[src/rtl/uart_tx_queue_if.sv]
`default_nettype none
// ============================================================================
// Module   : uart_tx_queue_if
// Purpose  : Write-port and status bundle between the CPU store path and the
//            buffered UART transmitter.
// Revision : 1.0  initial release
// ============================================================================
interface uart_tx_queue_if #(
    parameter int DEPTH = 16
);
    logic                     wen;
    logic [7:0]               wdata;
    logic                     full;
    logic                     empty;
    logic [$clog2(DEPTH):0]   level;
    logic                     overflow;
    logic                     busy;
    logic                     tx;

    modport master (
        output wen, wdata,
        input  full, empty, level, overflow, busy, tx
    );

    modport slave (
        input  wen, wdata,
        output full, empty, level, overflow, busy, tx
    );
endinterface
`default_nettype wire

[src/rtl/uart_tx_queue.sv]
`default_nettype none
// ============================================================================
// Module   : uart_tx_queue
// Purpose  : FIFO-buffered 8N1 UART transmitter with an integer baud divider.
//            Define UART_TX_PARITY_EN to insert an even-parity bit.
// Revision : 1.0  initial release
// ============================================================================
module uart_tx_queue #(
    parameter int CLK_HZ = 50000000,
    parameter int BAUD   = 115200,
    parameter int DEPTH  = 16
) (
    input  wire logic        clk,
    input  wire logic        reset,
    uart_tx_queue_if.slave   bus
);

    localparam int DIV = (CLK_HZ + BAUD / 2) / BAUD;
    localparam int AW  = $clog2(DEPTH);
    localparam int LW  = AW + 1;
    localparam int CW  = (DIV > 1) ? $clog2(DIV) : 1;

    localparam logic [LW-1:0] C_FULL_LEVEL = LW'(DEPTH);
    localparam logic [CW-1:0] C_BIT_LAST   = CW'(DIV - 1);

    typedef enum logic [2:0] {
        S_IDLE   = 3'd0,
        S_START  = 3'd1,
        S_DATA   = 3'd2,
        S_STOP   = 3'd3
`ifdef UART_TX_PARITY_EN
        ,
        S_PARITY = 3'd4
`endif
    } state_t;

    // ------------------------------------------------------------------
    // Storage and state
    // ------------------------------------------------------------------
    logic [7:0]    r_mem [DEPTH];
    logic [AW-1:0] r_wptr;
    logic [AW-1:0] r_rptr;
    logic [LW-1:0] r_level;
    logic          r_overflow;
    logic          r_tx;

    state_t        r_state;
    logic [CW-1:0] r_cnt;
    logic [2:0]    r_idx;
    logic [7:0]    r_shift;
`ifdef UART_TX_PARITY_EN
    logic          r_parity;
`endif

    state_t        w_state_next;
    logic [CW-1:0] w_cnt_next;
    logic [2:0]    w_idx_next;
    logic [7:0]    w_shift_next;
    logic          w_tx_next;
    logic          w_pop;
    logic          w_accept;
    logic          w_full;
    logic          w_empty;
    logic          w_bit_last;

    assign w_full     = (r_level == C_FULL_LEVEL);
    assign w_empty    = (r_level == '0);
    assign w_accept   = bus.wen && !w_full;
    assign w_bit_last = (r_cnt == C_BIT_LAST);

    assign bus.full     = w_full;
    assign bus.empty    = w_empty;
    assign bus.level    = r_level;
    assign bus.overflow = r_overflow;
    assign bus.busy     = (r_state != S_IDLE);
    assign bus.tx       = r_tx;

    // ------------------------------------------------------------------
    // FIFO
    // ------------------------------------------------------------------
    always_ff @(posedge clk) begin
        if (w_accept) begin
            r_mem[r_wptr] <= bus.wdata;
        end
    end

    // Power-of-two depth lets the pointers wrap by plain overflow.
    always_ff @(posedge clk) begin
        if (!reset) begin
            r_wptr     <= '0;
            r_rptr     <= '0;
            r_level    <= '0;
            r_overflow <= 1'b0;
        end else begin
            if (w_accept) begin
                r_wptr <= r_wptr + 1'b1;
            end
            if (w_pop) begin
                r_rptr <= r_rptr + 1'b1;
            end
            if (bus.wen && w_full) begin
                r_overflow <= 1'b1;
            end
            case ({w_accept, w_pop})
                2'b10:   r_level <= r_level + 1'b1;
                2'b01:   r_level <= r_level - 1'b1;
                default: r_level <= r_level;
            endcase
        end
    end

    // ------------------------------------------------------------------
    // Serializer state register
    // ------------------------------------------------------------------
    always_ff @(posedge clk) begin
        if (!reset) begin
            r_state <= S_IDLE;
            r_cnt   <= '0;
            r_idx   <= '0;
            r_shift <= '0;
            r_tx    <= 1'b1;
        end else begin
            r_state <= w_state_next;
            r_cnt   <= w_cnt_next;
            r_idx   <= w_idx_next;
            r_shift <= w_shift_next;
            r_tx    <= w_tx_next;
        end
    end

`ifdef UART_TX_PARITY_EN
    always_ff @(posedge clk) begin
        if (!reset) begin
            r_parity <= 1'b0;
        end else if (w_pop) begin
            r_parity <= ^r_mem[r_rptr];
        end
    end
`endif

    // ------------------------------------------------------------------
    // Serializer next-state logic
    // ------------------------------------------------------------------
    always_comb begin
        w_state_next = r_state;
        w_cnt_next   = r_cnt;
        w_idx_next   = r_idx;
        w_shift_next = r_shift;
        w_pop        = 1'b0;

        case (r_state)
            S_IDLE: begin
                w_cnt_next = '0;
                if (!w_empty) begin
                    w_pop        = 1'b1;
                    w_state_next = S_START;
                    w_shift_next = r_mem[r_rptr];
                end
            end

            S_START: begin
                if (w_bit_last) begin
                    w_state_next = S_DATA;
                    w_cnt_next   = '0;
                    w_idx_next   = '0;
                end else begin
                    w_cnt_next = r_cnt + 1'b1;
                end
            end

            S_DATA: begin
                if (w_bit_last) begin
                    w_cnt_next   = '0;
                    w_shift_next = {1'b0, r_shift[7:1]};
                    if (r_idx == 3'd7) begin
`ifdef UART_TX_PARITY_EN
                        w_state_next = S_PARITY;
`else
                        w_state_next = S_STOP;
`endif
                    end else begin
                        w_idx_next = r_idx + 1'b1;
                    end
                end else begin
                    w_cnt_next = r_cnt + 1'b1;
                end
            end

`ifdef UART_TX_PARITY_EN
            S_PARITY: begin
                if (w_bit_last) begin
                    w_state_next = S_STOP;
                    w_cnt_next   = '0;
                end else begin
                    w_cnt_next = r_cnt + 1'b1;
                end
            end
`endif

            S_STOP: begin
                if (w_bit_last) begin
                    w_state_next = S_IDLE;
                    w_cnt_next   = '0;
                end else begin
                    w_cnt_next = r_cnt + 1'b1;
                end
            end

            default: begin
                w_state_next = S_IDLE;
                w_cnt_next   = '0;
            end
        endcase
    end

    // Line level is registered, so tx trails the state by one clock.
    always_comb begin
        w_tx_next = 1'b1;
        case (r_state)
            S_START:  w_tx_next = 1'b0;
            S_DATA:   w_tx_next = r_shift[0];
`ifdef UART_TX_PARITY_EN
            S_PARITY: w_tx_next = r_parity;
`endif
            default:  w_tx_next = 1'b1;
        endcase
    end

endmodule
`default_nettype wire

[src/flat_wrapper.sv]
// flat-port wrapper written by rule: the top's interface ports become plain ports
module uart_tx_queue_flat 
#(
    parameter int CLK_HZ = 50000000,
    parameter int BAUD   = 115200,
    parameter int DEPTH  = 16
)
  (clk, reset, bus_wen, bus_wdata, bus_full, bus_empty, bus_level, bus_overflow, bus_busy, bus_tx);
  uart_tx_queue_if #(.DEPTH(DEPTH)) bus_i ();
  input  wire logic clk;
  input  wire logic reset;
  input wire logic [$bits(bus_i.wen)-1:0] bus_wen;
  input wire logic [$bits(bus_i.wdata)-1:0] bus_wdata;
  output wire logic [$bits(bus_i.full)-1:0] bus_full;
  output wire logic [$bits(bus_i.empty)-1:0] bus_empty;
  output wire logic [$bits(bus_i.level)-1:0] bus_level;
  output wire logic [$bits(bus_i.overflow)-1:0] bus_overflow;
  output wire logic [$bits(bus_i.busy)-1:0] bus_busy;
  output wire logic [$bits(bus_i.tx)-1:0] bus_tx;
  assign bus_i.wen = bus_wen;
  assign bus_i.wdata = bus_wdata;
  assign bus_full = bus_i.full;
  assign bus_empty = bus_i.empty;
  assign bus_level = bus_i.level;
  assign bus_overflow = bus_i.overflow;
  assign bus_busy = bus_i.busy;
  assign bus_tx = bus_i.tx;
  uart_tx_queue #(.CLK_HZ(CLK_HZ), .BAUD(BAUD), .DEPTH(DEPTH)) u_core (.clk(clk), .reset(reset), .bus(bus_i));
endmodule
[config.mk]
export PLATFORM = sky130hd
export DESIGN_NAME = uart_tx_queue_flat
export DESIGN_NICKNAME = d
export VERILOG_FILES = /design/src/rtl/uart_tx_queue_if.sv /design/src/rtl/uart_tx_queue.sv /design/src/flat_wrapper.sv
export SDC_FILE = /design/constraint.sdc
export NUM_CORES = 1
export LEC_CHECK = 0
export CELL_PAD_IN_SITES_DETAIL_PLACEMENT = 1
export CELL_PAD_IN_SITES_GLOBAL_PLACEMENT = 1
export CORE_AREA = 5 5 116 145
export CTS_CLUSTER_DIAMETER = 50
export CTS_CLUSTER_SIZE = 20
export DETAILED_ROUTE_END_ITERATION = 8
export DIE_AREA = 0 0 121 150
export PLACE_DENSITY_LB_ADDON = 0.08
export SYNTH_ARGS = -nofsm -noshare
export SYNTH_HDL_FRONTEND = slang
export SYNTH_SLANG_ARGS = --single-unit
export TNS_END_PERCENT = 5
[constraint.sdc]
create_clock -name clk -period 2.92 [get_ports clk]
set_input_delay 0.584 -clock clk [delete_from_list [all_inputs] [get_ports clk]]
set_output_delay 0.584 -clock clk [all_outputs]
set_load 0.02 [all_outputs]
==> results.yml <==
status:
  status: "finished clean"
clocking:
  clkSlewWorstSetupHoldPaths_ps: 60
  htreeDepth: 4
  numCtsBuffers: 17
  cts_tree: "done"
  cts.sinks: 169
  cts_post_setup_buffers_inserted: 0
  postCtsHoldBufs: 0
  cts_root_buf: "clkbuf_16"
  clk_latency_ps: 420
  clk_path_buf_depth: 2
  post_cts_resize_count: 0
yosys:
  avgSynthCellArea_um2: 14.7
  yosysSeqAreaShare: 0.666
  async_flop_share: 0
  synth_fp_nets: 504
  netlist_area_um2: 7000
  synth_ff_type: "edfxtp_1"
  netlist-cell-type-count: 49
  ys_warn_count: 0
  synth_edf_count: 128
  ys_ff_latch: 169
  netlist_instances: 475
die:
  fp.coreArea_um2: 15400
  io_pins: 21
  dieWidth_um: 121
  dieArea_um2: 18200
  die_height_um: 150
  start_util: 0.455
  row_count: 51
drt:
  wl_per_cell_um: 20.2
  routed_wl_um: 15100
  ant_nets: 0
  via_per_inst: 5.32
  dr_total_vias: 3960
  drt_iter0_markers: 180
  drc: 0
  dr.pass1.iters: 4
global_routing:
  antenna_found_initial: 0
  grt.total_usage: 0.177
  grt_overflow: 0
  grt_max_degree: 26
  grt_first_pass_wirelength_um: 23600
  grt_pass1_vias: 4189
timing:
  hold_viol: 0
  timing.setup.tns_ps: 0
  worstMarginPinSlew_ps: 676
  slew_headroom: 0.548
  finClkSkew_ps: 6.27
  period_share: 0.915
  slew_viol_final: 0
  finalSetupViolCount: 0
  hold_slack_ps: 453
  rsz0062_at_grt: "false"
  max_freq_mhz: 374
  setup_ws_ps: 249
  finalCriticalPeriod_ps: 2670
final_layout:
  stdcell_count: 745
  final_nets: 549
  n_antenna_cell: 0
  drive_above_1_share: 0.176
  area_growth_pct: 16.5
job:
  maxCapViolCount: 0
place:
  gp_congestion: 0.792
  post-place-ws_ps: 117
  place_inst: 713
  portBuffers: 20
  hpwl_um: 10300
power:
  leakage_nw: 2.73
  power.total_mw: 6.92
  power_density_nw_per_um2: 848
  max-vdd-ir-drop_v: 0.000377
worst_setup_path:
  cp-end-kind: "output port"
  cp-start-kind: "register"
  worstPathCellList: "or4_4, nor2_1, clkdlybuf4s50_1"
  critPathMaxFanout: 3
  criticalPathCategory: "register to output port"
  cp_data_required_time_ps: 2340
  crit_slowest_cell: "clkdlybuf4s50_1"
  arrival_ps: 2090
  cpPeakStageDelay_ps: 630
hold_path:
  worstHoldPathType: "register to register"
[cell usage in the layout, fill, tap and decap left out, types with 2 or more instances in the layout]
cell type,synthesis,routed
nor3b_1,2,2
nand2b_1,11,11
inv_1,7,7
mux2i_1,18,18
dfxtp_1,41,40
a31oi_1,2,2
xnor2_1,7,7
inv_6,0,4
a221o_1,7,7
clkinv_2,0,4
mux4_1,3,3
nor3_1,4,4
nand3b_1,3,3
nand4_1,9,9
o21ai_0,3,3
clkdlybuf4s50_1,0,20
or3_1,2,2
buf_4,4,29
a221oi_1,6,6
a21oi_1,17,17
inv_2,4,4
ha_1,18,18
bufinv_16,0,3
edfxtp_1,128,128
nor2b_1,2,2
nor2_1,48,48
nand2_1,51,51
xor2_1,10,10
nand3_1,6,6
clkinv_1,0,2
clkbuf_16,0,17
mux4_2,23,23
[worst paths after layout]
path	startpoint	end	slack, ps	cells past startpoint
max	u_core.bus.level[0]	bus_empty	250	3
min	u_core.r_shift[4]	u_core.r_shift[4]	450	2
max reg2reg	u_core.bus.level[0]	u_core.bus.level[4]	260	10
min reg2reg	u_core.r_shift[4]	u_core.r_shift[4]	450	2
[routing by layer]
metal / GRT usage / share of wire / vias up
met3: 0.0386 / 0.037 / 16
met2: 0.315 / 0.53 / 61
met5: 0 / 0 / -
met4: 0.0601 / 0.016 / 0
li1: - / - / 1871
met1: 0.211 / 0.42 / 2012
[synthesized netlist by cell type, drive strengths merged (2+ instances only)]
cell type,number,share of area
buf,13,0.013
edfxtp,128,0.55
a21o,2,0.0023
a221oi,6,0.0075
a22oi,2,0.0029
nor2b,2,0.0018
nor3b,2,0.0021
or3,2,0.0018
a21oi,17,0.012
mux4,26,0.085
nor3,4,0.0029
nand2,51,0.027
a221o,7,0.010
nand3b,3,0.0032
xnor2,7,0.0088
xor2,10,0.013
mux2i,18,0.026
nand4,9,0.0080
a31oi,2,0.0018
nand3,6,0.0043
o21ai,5,0.0041
clkbuf,10,0.0054
dfxtp,41,0.12
nor2,48,0.026
ha,18,0.032
inv,11,0.0059
nand2b,11,0.0098
[critical path: cells and delay by family, from the launching register on]
family | cells | cell delay [ps]
simple gates | 2 | 720
buf+inv | 1 | 630
flops | 1 | 320
[sequential cells by signal, indices dropped and copies added, names as in the netlist, named ones only]
| name | flops |
|---|---|
| u_core.bus.tx | 1 |
| u_core.r_shift | 8 |
| u_core.r_rptr | 4 |
| u_core.r_mem | 128 |
| u_core.bus.level | 5 |
| u_core.r_state | 2 |
| u_core.bus.overflow | 1 |
| u_core.r_cnt | 9 |
| u_core.r_wptr | 4 |
| u_core.r_idx | 3 |
[area by class of cell]
class                   count  area, um^2
repair buffers             49         418
flip-flops and latches    169        4670
clock buffers              17         425
inverters                  11        41.3
multi-input cells         272        2170
clock inverters            15         173
well taps                 212         265
fillers                  1485        7220
[metrics by stage]
step	instance area [um^2]	utilization
global placement	7560	0.492
detailed placement	7560	0.492
floorplan	7000	-
global route	8160	0.530
finish	8160	0.530
CTS	8160	0.530
[power breakdown]
part           internal, mW  switching [mW]  leakage (nW)
logic                 0.807           0.940         0.935
clock network          1.35           0.933         0.299
registers              2.74           0.146          1.49
total                  4.90            2.02          2.73
[cell families after synthesis]
group,after synthesis,synth area share
fa+ha+maj,18,0.0322
buf+inv,34,0.0238
mux,45,0.113
compound gates,48,0.0492
xor+xnor,17,0.0213
flops,169,0.666
simple gates,144,0.0947
(Power assumes the default switching activity.)
